$ cat src/rtl/vector_mem_reader.sv
// Walks a range of data-memory vector words and streams them out lane by lane on a valid/ready byte port.
// Optional VECTOR_MEM_READER_CHECKSUM_EN appends an XOR checksum byte after the last data byte.
module vector_mem_reader #(
    parameter int registerSize = 8,
    parameter int vectorSize   = 4,
    parameter int addrWidth    = 8
) (
    input  logic                               clk,
    input  logic                               rst,
    input  logic                               start,
    input  logic [addrWidth-1:0]               baseAddr,
    input  logic [addrWidth:0]                 wordCount,
    output logic                               busy,
    output logic                               done,
    output logic                               memRdEn,
    output logic [addrWidth-1:0]               memAddr,
    input  logic [vectorSize*registerSize-1:0] memRdData,
    output logic [registerSize-1:0]            outData,
    output logic                               outValid,
    input  logic                               outReady,
    output logic                               outLast
);

    // state | meaning
    // IDLE  | waiting for start
    // READ  | memory read strobe for the current word
    // WAIT  | read data returns, captured into the lane buffer
    // SEND  | lanes presented on the stream one per handshake
    // CSUM  | checksum byte presented (checksum build only)
    // DONE  | one-cycle completion pulse
`ifdef VECTOR_MEM_READER_CHECKSUM_EN
    typedef enum logic [2:0] {S_IDLE, S_READ, S_WAIT, S_SEND, S_CSUM, S_DONE} state_t;
`else
    typedef enum logic [2:0] {S_IDLE, S_READ, S_WAIT, S_SEND, S_DONE} state_t;
`endif

    localparam int LANE_W = (vectorSize > 1) ? $clog2(vectorSize) : 1;
    localparam logic [LANE_W-1:0] LAST_LANE = LANE_W'(vectorSize - 1);
    localparam logic [addrWidth:0] ONE_WORD = (addrWidth+1)'(1);

    state_t                  state;
    logic [addrWidth-1:0]    addr;
    logic [addrWidth:0]      words;
    logic [LANE_W-1:0]       lane;
    logic [LANE_W-1:0]       lane_nxt;
    logic [registerSize-1:0] lanes [vectorSize];
    logic                    last_word;
`ifdef VECTOR_MEM_READER_CHECKSUM_EN
    logic [registerSize-1:0] csum;
`endif

    assign lane_nxt  = lane + 1'b1;
    assign last_word = (words == ONE_WORD);

    always_ff @(posedge clk or negedge rst) begin
        if (!rst) begin
            state    <= S_IDLE;
            addr     <= '0;
            words    <= '0;
            lane     <= '0;
            busy     <= 1'b0;
            done     <= 1'b0;
            memRdEn  <= 1'b0;
            memAddr  <= '0;
            outData  <= '0;
            outValid <= 1'b0;
            outLast  <= 1'b0;
            for (int i = 0; i < vectorSize; i++) lanes[i] <= '0;
`ifdef VECTOR_MEM_READER_CHECKSUM_EN
            csum     <= '0;
`endif
        end else begin
            done    <= 1'b0;
            memRdEn <= 1'b0;
            case (state)
                S_IDLE: begin
                    if (start) begin
                        addr  <= baseAddr;
                        words <= wordCount;
`ifdef VECTOR_MEM_READER_CHECKSUM_EN
                        csum  <= '0;
`endif
                        if (wordCount == '0) begin
                            done  <= 1'b1;
                            state <= S_DONE;
                        end else begin
                            busy    <= 1'b1;
                            memRdEn <= 1'b1;
                            memAddr <= baseAddr;
                            state   <= S_READ;
                        end
                    end
                end
                S_READ: state <= S_WAIT;
                S_WAIT: begin
                    for (int i = 0; i < vectorSize; i++)
                        lanes[i] <= memRdData[i*registerSize +: registerSize];
                    lane     <= '0;
                    outValid <= 1'b1;
                    outData  <= memRdData[registerSize-1:0];
`ifdef VECTOR_MEM_READER_CHECKSUM_EN
                    outLast  <= 1'b0;
`else
                    outLast  <= (LAST_LANE == '0) && last_word;
`endif
                    state    <= S_SEND;
                end
                S_SEND: begin
                    if (outReady) begin
`ifdef VECTOR_MEM_READER_CHECKSUM_EN
                        csum <= csum ^ outData;
`endif
                        if (lane == LAST_LANE) begin
                            if (!last_word) begin
                                addr     <= addr + 1'b1;
                                memAddr  <= addr + 1'b1;
                                words    <= words - 1'b1;
                                memRdEn  <= 1'b1;
                                outValid <= 1'b0;
                                outLast  <= 1'b0;
                                outData  <= '0;
                                state    <= S_READ;
                            end else begin
`ifdef VECTOR_MEM_READER_CHECKSUM_EN
                                // present the running XOR including the byte just accepted
                                outData  <= csum ^ outData;
                                outLast  <= 1'b1;
                                state    <= S_CSUM;
`else
                                outValid <= 1'b0;
                                outLast  <= 1'b0;
                                outData  <= '0;
                                busy     <= 1'b0;
                                done     <= 1'b1;
                                state    <= S_DONE;
`endif
                            end
                        end else begin
                            lane    <= lane_nxt;
                            outData <= lanes[lane_nxt];
`ifndef VECTOR_MEM_READER_CHECKSUM_EN
                            outLast <= (lane_nxt == LAST_LANE) && last_word;
`endif
                        end
                    end
                end
`ifdef VECTOR_MEM_READER_CHECKSUM_EN
                S_CSUM: begin
                    if (outReady) begin
                        outValid <= 1'b0;
                        outLast  <= 1'b0;
                        outData  <= '0;
                        busy     <= 1'b0;
                        done     <= 1'b1;
                        state    <= S_DONE;
                    end
                end
`endif
                S_DONE:  state <= S_IDLE;
                default: state <= S_IDLE;
            endcase
        end
    end

endmodule
$ cat config.mk
export PLATFORM = sky130hd
export DESIGN_NAME = vector_mem_reader
export DESIGN_NICKNAME = d
export VERILOG_FILES = /design/src/rtl/vector_mem_reader.sv
export SDC_FILE = /design/constraint.sdc
export NUM_CORES = 1
export LEC_CHECK = 0
export BUFFER_PORTS_ARGS = -buffer_cell sky130_fd_sc_hd__buf_2
export CAP_MARGIN = 0
export CORE_ASPECT_RATIO = 1.4
export CORE_UTILIZATION = 50
export CTS_BUF_LIST = sky130_fd_sc_hd__clkbuf_4
export DETAILED_ROUTE_END_ITERATION = 10
export PLACE_DENSITY = 0.8
export SETUP_SLACK_MARGIN = 0.3
export SYNTH_ARGS = -nofsm -noshare
export SYNTH_HDL_FRONTEND = slang
export SYNTH_SLANG_ARGS = --single-unit
export TNS_END_PERCENT = 30
$ cat constraint.sdc
create_clock -name clk -period 2.6 [get_ports clk]
set_input_delay 0.39 -clock clk [delete_from_list [all_inputs] [get_ports clk]]
set_output_delay 0.39 -clock clk [all_outputs]
set_load 0.02 [all_outputs]
Word level (Yosys, flattened, before mapping). Index checks and enable logic that the tools add are counted. W data, S select, Z words.

Register bits after elaboration: 75. Input bits: 53. Output and inout port bits: 21. Logic and storage cells: 97.

$add $sub $neg: 3. Order comparisons: 1. Equal/unequal tests: 13. Muxes and demuxes: 52. Bitwise operators: 1. Reduce and logical (&&, ||, !) cells: 12.

Operator list (count): $mux W8 (10); $pmux W8 S2 (3); $mux W9 (4); $mux W1 (19); $pmux W9 S2 (1); $bmux W8 S2 (1); $mux W3 (5); $ne A2 B2 Y1 const B (7); $pmux W3 S4 (1); $reduce_and A6 Y1 (2); $pmux W1 S2 (5); $eq A9 B1 Y1 const B (1); $logic_not A9 Y1 (1); $reduce_and A3 Y1 (3); $sub A9 B1 Y9 const B (1); $add A8 B1 Y8 const B (1); $eq A3 B2 Y1 const B (2); $reduce_and A5 Y1 (1); $eq A2 B2 Y1 const B (2); $mux W2 (2); $pmux W2 S2 (1); $reduce_bool A2 Y1 (2); $eq A3 B1 Y1 const B (1); $ge A3 B3 Y1 const B (1); 5 further kinds (5).

Depth between registers and ports, before layout.
Depth in word-level cells: 8. Depth in mapped cells: 7. Mapped depth without buffers: 5.

Worst setup path before layout. OpenSTA, ideal clock, no wires.

Path kind: flip-flop to flip-flop. Start: register lane[0]. End: register outData[0]. Setup time: 133 ps. Arrival time: 1801 ps. Required time: 2467 ps. Path slack: 665 ps. Cell stages (with the launch flop): 8. Buffers on the path: 2. Period minus slack after synthesis: 1935 ps. Cells stage by stage: dfrtp_1 > buf_2 > inv_1 > ha_1 > buf_1 > mux4_2 > a22oi_1 > o21ai_0.

Longest elaborated chain between the ends: 8. Elaborated cells on any way between the ends: 9. Those cells by class: 1 x add/sub; 1 x eq/ne; 6 x mux; 1 x bitwise.

RTL lines: start: declaration (RTL line 44) `logic [LANE_W-1:0] lane;`; start signal: assignment (RTL line 139) `lane <= lane_nxt;`; $add A2 B1 Y2 (RTL line 52) `assign lane_nxt = lane + 1'b1;`; $not A2 Y3 (not written as such) (RTL line 140) `outData <= lanes[lane_nxt];`; $bmux W8 S2 (RTL line 140); $mux W8 (not written as such) (2 in series) (RTL line 140); $mux W8 * (RTL line 113) `if (lane == LAST_LANE) begin`; $mux W8 * (RTL line 109) `if (outReady) begin`; $pmux W8 S2 * (RTL line 75) `case (state)`; end signal: assignment (RTL line 100) `outData <= memRdData[registerSize-1:0];`; end signal: assignment (RTL line 140); end: declaration (RTL line 18) `output logic [registerSize-1:0] outData,`.

Every way passes the cells marked *; elsewhere a longest branch is shown, timed or not. The select of a mux whose other input is x is not followed. A chain may end at the register's enable or synchronous reset.

Worst setup path after layout.
Start: register words[6]. End: register memAddr[4].

Longest elaborated chain between the ends: 3.

RTL lines: start: declaration (RTL line 43) `logic [addrWidth:0] words;`; start signal: assignment (RTL line 79) `words <= wordCount;`; start signal: assignment (RTL line 117) `words <= words - 1'b1;`; $eq A9 B1 Y1 (RTL line 53) `assign last_word = (words == ONE_WORD);`; $ne A2 B2 Y1 (no line); $reduce_and A6 Y1 (no line); end signal: assignment (RTL line 89) `memAddr <= baseAddr;`; end signal: assignment (RTL line 116) `memAddr <= addr + 1'b1;`; end: declaration (RTL line 16) `output logic [addrWidth-1:0] memAddr,`.

No other way between the ends.

==> results.toml <==
[floorplanning]
row_count = 36
die_width_um = 75.1
initial_utilization = 0.528
area_of_the_core_sq_um = 7070
floorplan.die_area_sq_um = 7830
die_h_um = 104
boundaryPins = 74

[clocking]
post_cts_resized = 0
clockBufferDepth = 2
path_clk_slew_ns = 0.12
clock_latency_at_the_later_pin_of_the_worst_skew_pair_ns = 0.42
cts_inserted_buffers = 9
cts_tree = "done"
clock-root-buffer = "sky130_fd_sc_hd__clkbuf_4"
post_cts_hold_buffer_count = 0
cts.htree.levels = 3
cts_post_setup_buffers_inserted = 0
numClockSinks = 75

[power_and_ir_drop]
power.static_leakage_nw = 1.97
vdd.ir_drop.worst_mv = 0.599
power.density_nw_per_um2 = 1140
design_power_total_mw = 4.90

[placed_design]
placement.setup.worst_slack_ns = 0.479
dp_hpwl_um = 5560
gpl.final_weighted_congestion = 0.918
placed_cells_incl_taps = 476
dpl-instance-area_sq_um = 4190
io_buffer_count = 73

[worst_setup_path]
endpoint_kind = "flop"
crit_fanout = 9
timing.critical_path.required_ns = 2.92
timing.critical_path.arrival_ns = 2.39
critPathKind = "flop to flop"
cp-start-kind = "flop"

[sta]
timing.final.max_slew_violations = 0
final_min_period_over_clock_period = 0.795
fmaxAchievable_ghz = 0.483
hold_slack_ns = 0.0829
report.final.hold_viol_count = 0
setup_violations = 0
slew_headroom = 0.371
setup_tns_ns = 0
setup_repair_after_global_routing_missed_its_margin = "false"
post-route-min-period_ns = 2.07
skew_ns = 0.00578
final.setup.worst_slack_ns = 0.532
tightestPinTransition_ns = 0.944

[finish]
mostFrequentLayoutCells = "sky130_fd_sc_hd__dfrtp_1 (75), sky130_fd_sc_hd__buf_2 (72), sky130_fd_sc_hd__nand2_1 (34), sky130_fd_sc_hd__mux2_2 (34), sky130_fd_sc_hd__o21ai_0 (18)"
finalNetCount = 450
layout.cells.non_filler = 492
multi_input_area_sq_um = 1740
num-fill-cells = 583
seq_area_sq_um = 1880
drive_above_1_share = 0.383
antenna_cells_inserted = 0
final_common_cell = "sky130_fd_sc_hd__dfrtp_1"
final_design_area_no_fill_sq_um = 4300
syn2layout_area_growth_pct = 15.2
post-route-util = 0.608

[synthesis]
yosys_most_used_dff = "sky130_fd_sc_hd__dfrtp_1"
synth_cell_type_count = 49
number_of_standard_cells_after_synthesis = 321
count_of_flip_flops_with_a_built_in_enable_after_synthesis = 0
syn_area_sq_um = 3740
synth.area.top_cells = "sky130_fd_sc_hd__dfrtp_1 (50%), sky130_fd_sc_hd__mux2_2 (10%), sky130_fd_sc_hd__mux4_2 (4.8%)"
syn_area_per_cell_sq_um = 11.6
syn_nets = 379
yosys.area.top_type_share = 0.502
synth_async_sr_flop_share = 1.00
post-synth-top-area-cell = "sky130_fd_sc_hd__dfrtp_1"
synth.yosys.seq_area_share = 0.502
ys_seq_elements = 75
yosysWarningCount = 0

[grt]
grt_max_degree = 76
grt_pass1_wl_um = 13000
grt-ovfl-total = 0
antenna_found_initial = 0
grt.total_usage = 0.220
first_global_vias = 2851

[routing]
detailedRoute.firstPassIterationCount = 5
drt_wl_total_um = 7820
initialDrtViolationCount = 184
post_route_ant_nets = 0
detail_route.vias_per_cell = 5.70
drc = 0
route.detailed.wl_per_inst_um = 15.9
via_count = 2806

[run_status]
run_status = "finished, final reports clean"

[flow_run]
maxCapViolations = 0

[hold_path]
worstHoldPathType = "primary input to async pin"
logic make-up after synthesis:
group,synth area share
compound gates,0.127
xor+xnor,0.00703
fa+ha+maj,0.0167
buf+inv,0.0348
flops,0.502
mux,0.193
simple gates,0.120
area by class of cell:
| cell class | instances | area share |
|---|---|---|
| Clock inverter | 6 | 0.00989 |
| Tap cell | 95 | 0.0276 |
| Clock buffer | 10 | 0.0174 |
| Timing Repair Buffer | 80 | 0.0977 |
| Multi-Input combinational cell | 217 | 0.403 |
| Sequential cell | 75 | 0.436 |
| Inverter | 9 | 0.00785 |
synth_stat cells (3+ instances only):
cell type,n
sky130_fd_sc_hd__dfrtp_1,75
sky130_fd_sc_hd__nand2_1,34
sky130_fd_sc_hd__ha_1,5
sky130_fd_sc_hd__mux2_4,7
sky130_fd_sc_hd__and3_1,3
sky130_fd_sc_hd__clkbuf_1,11
sky130_fd_sc_hd__nor2_1,11
sky130_fd_sc_hd__a22oi_1,8
sky130_fd_sc_hd__o211ai_1,3
sky130_fd_sc_hd__mux4_2,8
sky130_fd_sc_hd__buf_2,5
sky130_fd_sc_hd__o21ai_0,18
sky130_fd_sc_hd__mux2i_1,4
sky130_fd_sc_hd__mux2_2,34
sky130_fd_sc_hd__nor3_1,5
sky130_fd_sc_hd__inv_1,9
sky130_fd_sc_hd__o221ai_1,10
sky130_fd_sc_hd__a21oi_1,13
sky130_fd_sc_hd__nand3_1,14
sky130_fd_sc_hd__nand3b_1,4
report_power, final:
part | internal (mW) | switching [mW] | leakage [nW]
registers | 1.65 | 0.325 | 0.864
clock network | 0.204 | 0.421 | 0.0507
logic | 1.16 | 1.14 | 1.05
total | 3.02 | 1.89 | 1.97
metal layers:
layer	GRT usage	wire, um
met1	0.258	3260
met2	0.367	3960
met3	0.0640	454
met4	0.0930	150
met5	0	0
critical path, stage by stage (launching register included):
cell and delay, ns:
sky130_fd_sc_hd__dfrtp_1 0.44, sky130_fd_sc_hd__nor3_1 0.36, sky130_fd_sc_hd__nand4_1 0.35, sky130_fd_sc_hd__a21oi_4 0.46, sky130_fd_sc_hd__mux2_4 0.34
registers in the layout, indices dropped and copies added (netlist names), 2 cells and up:
name / flops
outData: 8
lane: 2
words: 9
lanes: 32
memAddr: 8
state: 3
addr: 8
path summary, 6_finish.rpt:
kind	slack, ns	cells past startpoint	start	to
worst max-delay path	0.53	4	words[6]$_DFFE_PN0P_	memAddr[4]$_DFFE_PN0P_
worst min-delay path	0.08	1	rst	memAddr[2]$_DFFE_PN0P_
worst max register to register	0.53	4	words[6]$_DFFE_PN0P_	memAddr[4]$_DFFE_PN0P_
worst min register to register	0.49	2	outData[3]$_DFFE_PN0P_	outData[3]$_DFFE_PN0P_
max in group asynchronous	1.90	1	rst	busy$_DFFE_PN0P_
min in group clk	0.19	2	memRdData[22]	lanes[14]$_DFFE_PN0N_
Note: power is estimated with default switching activity, not from simulation.
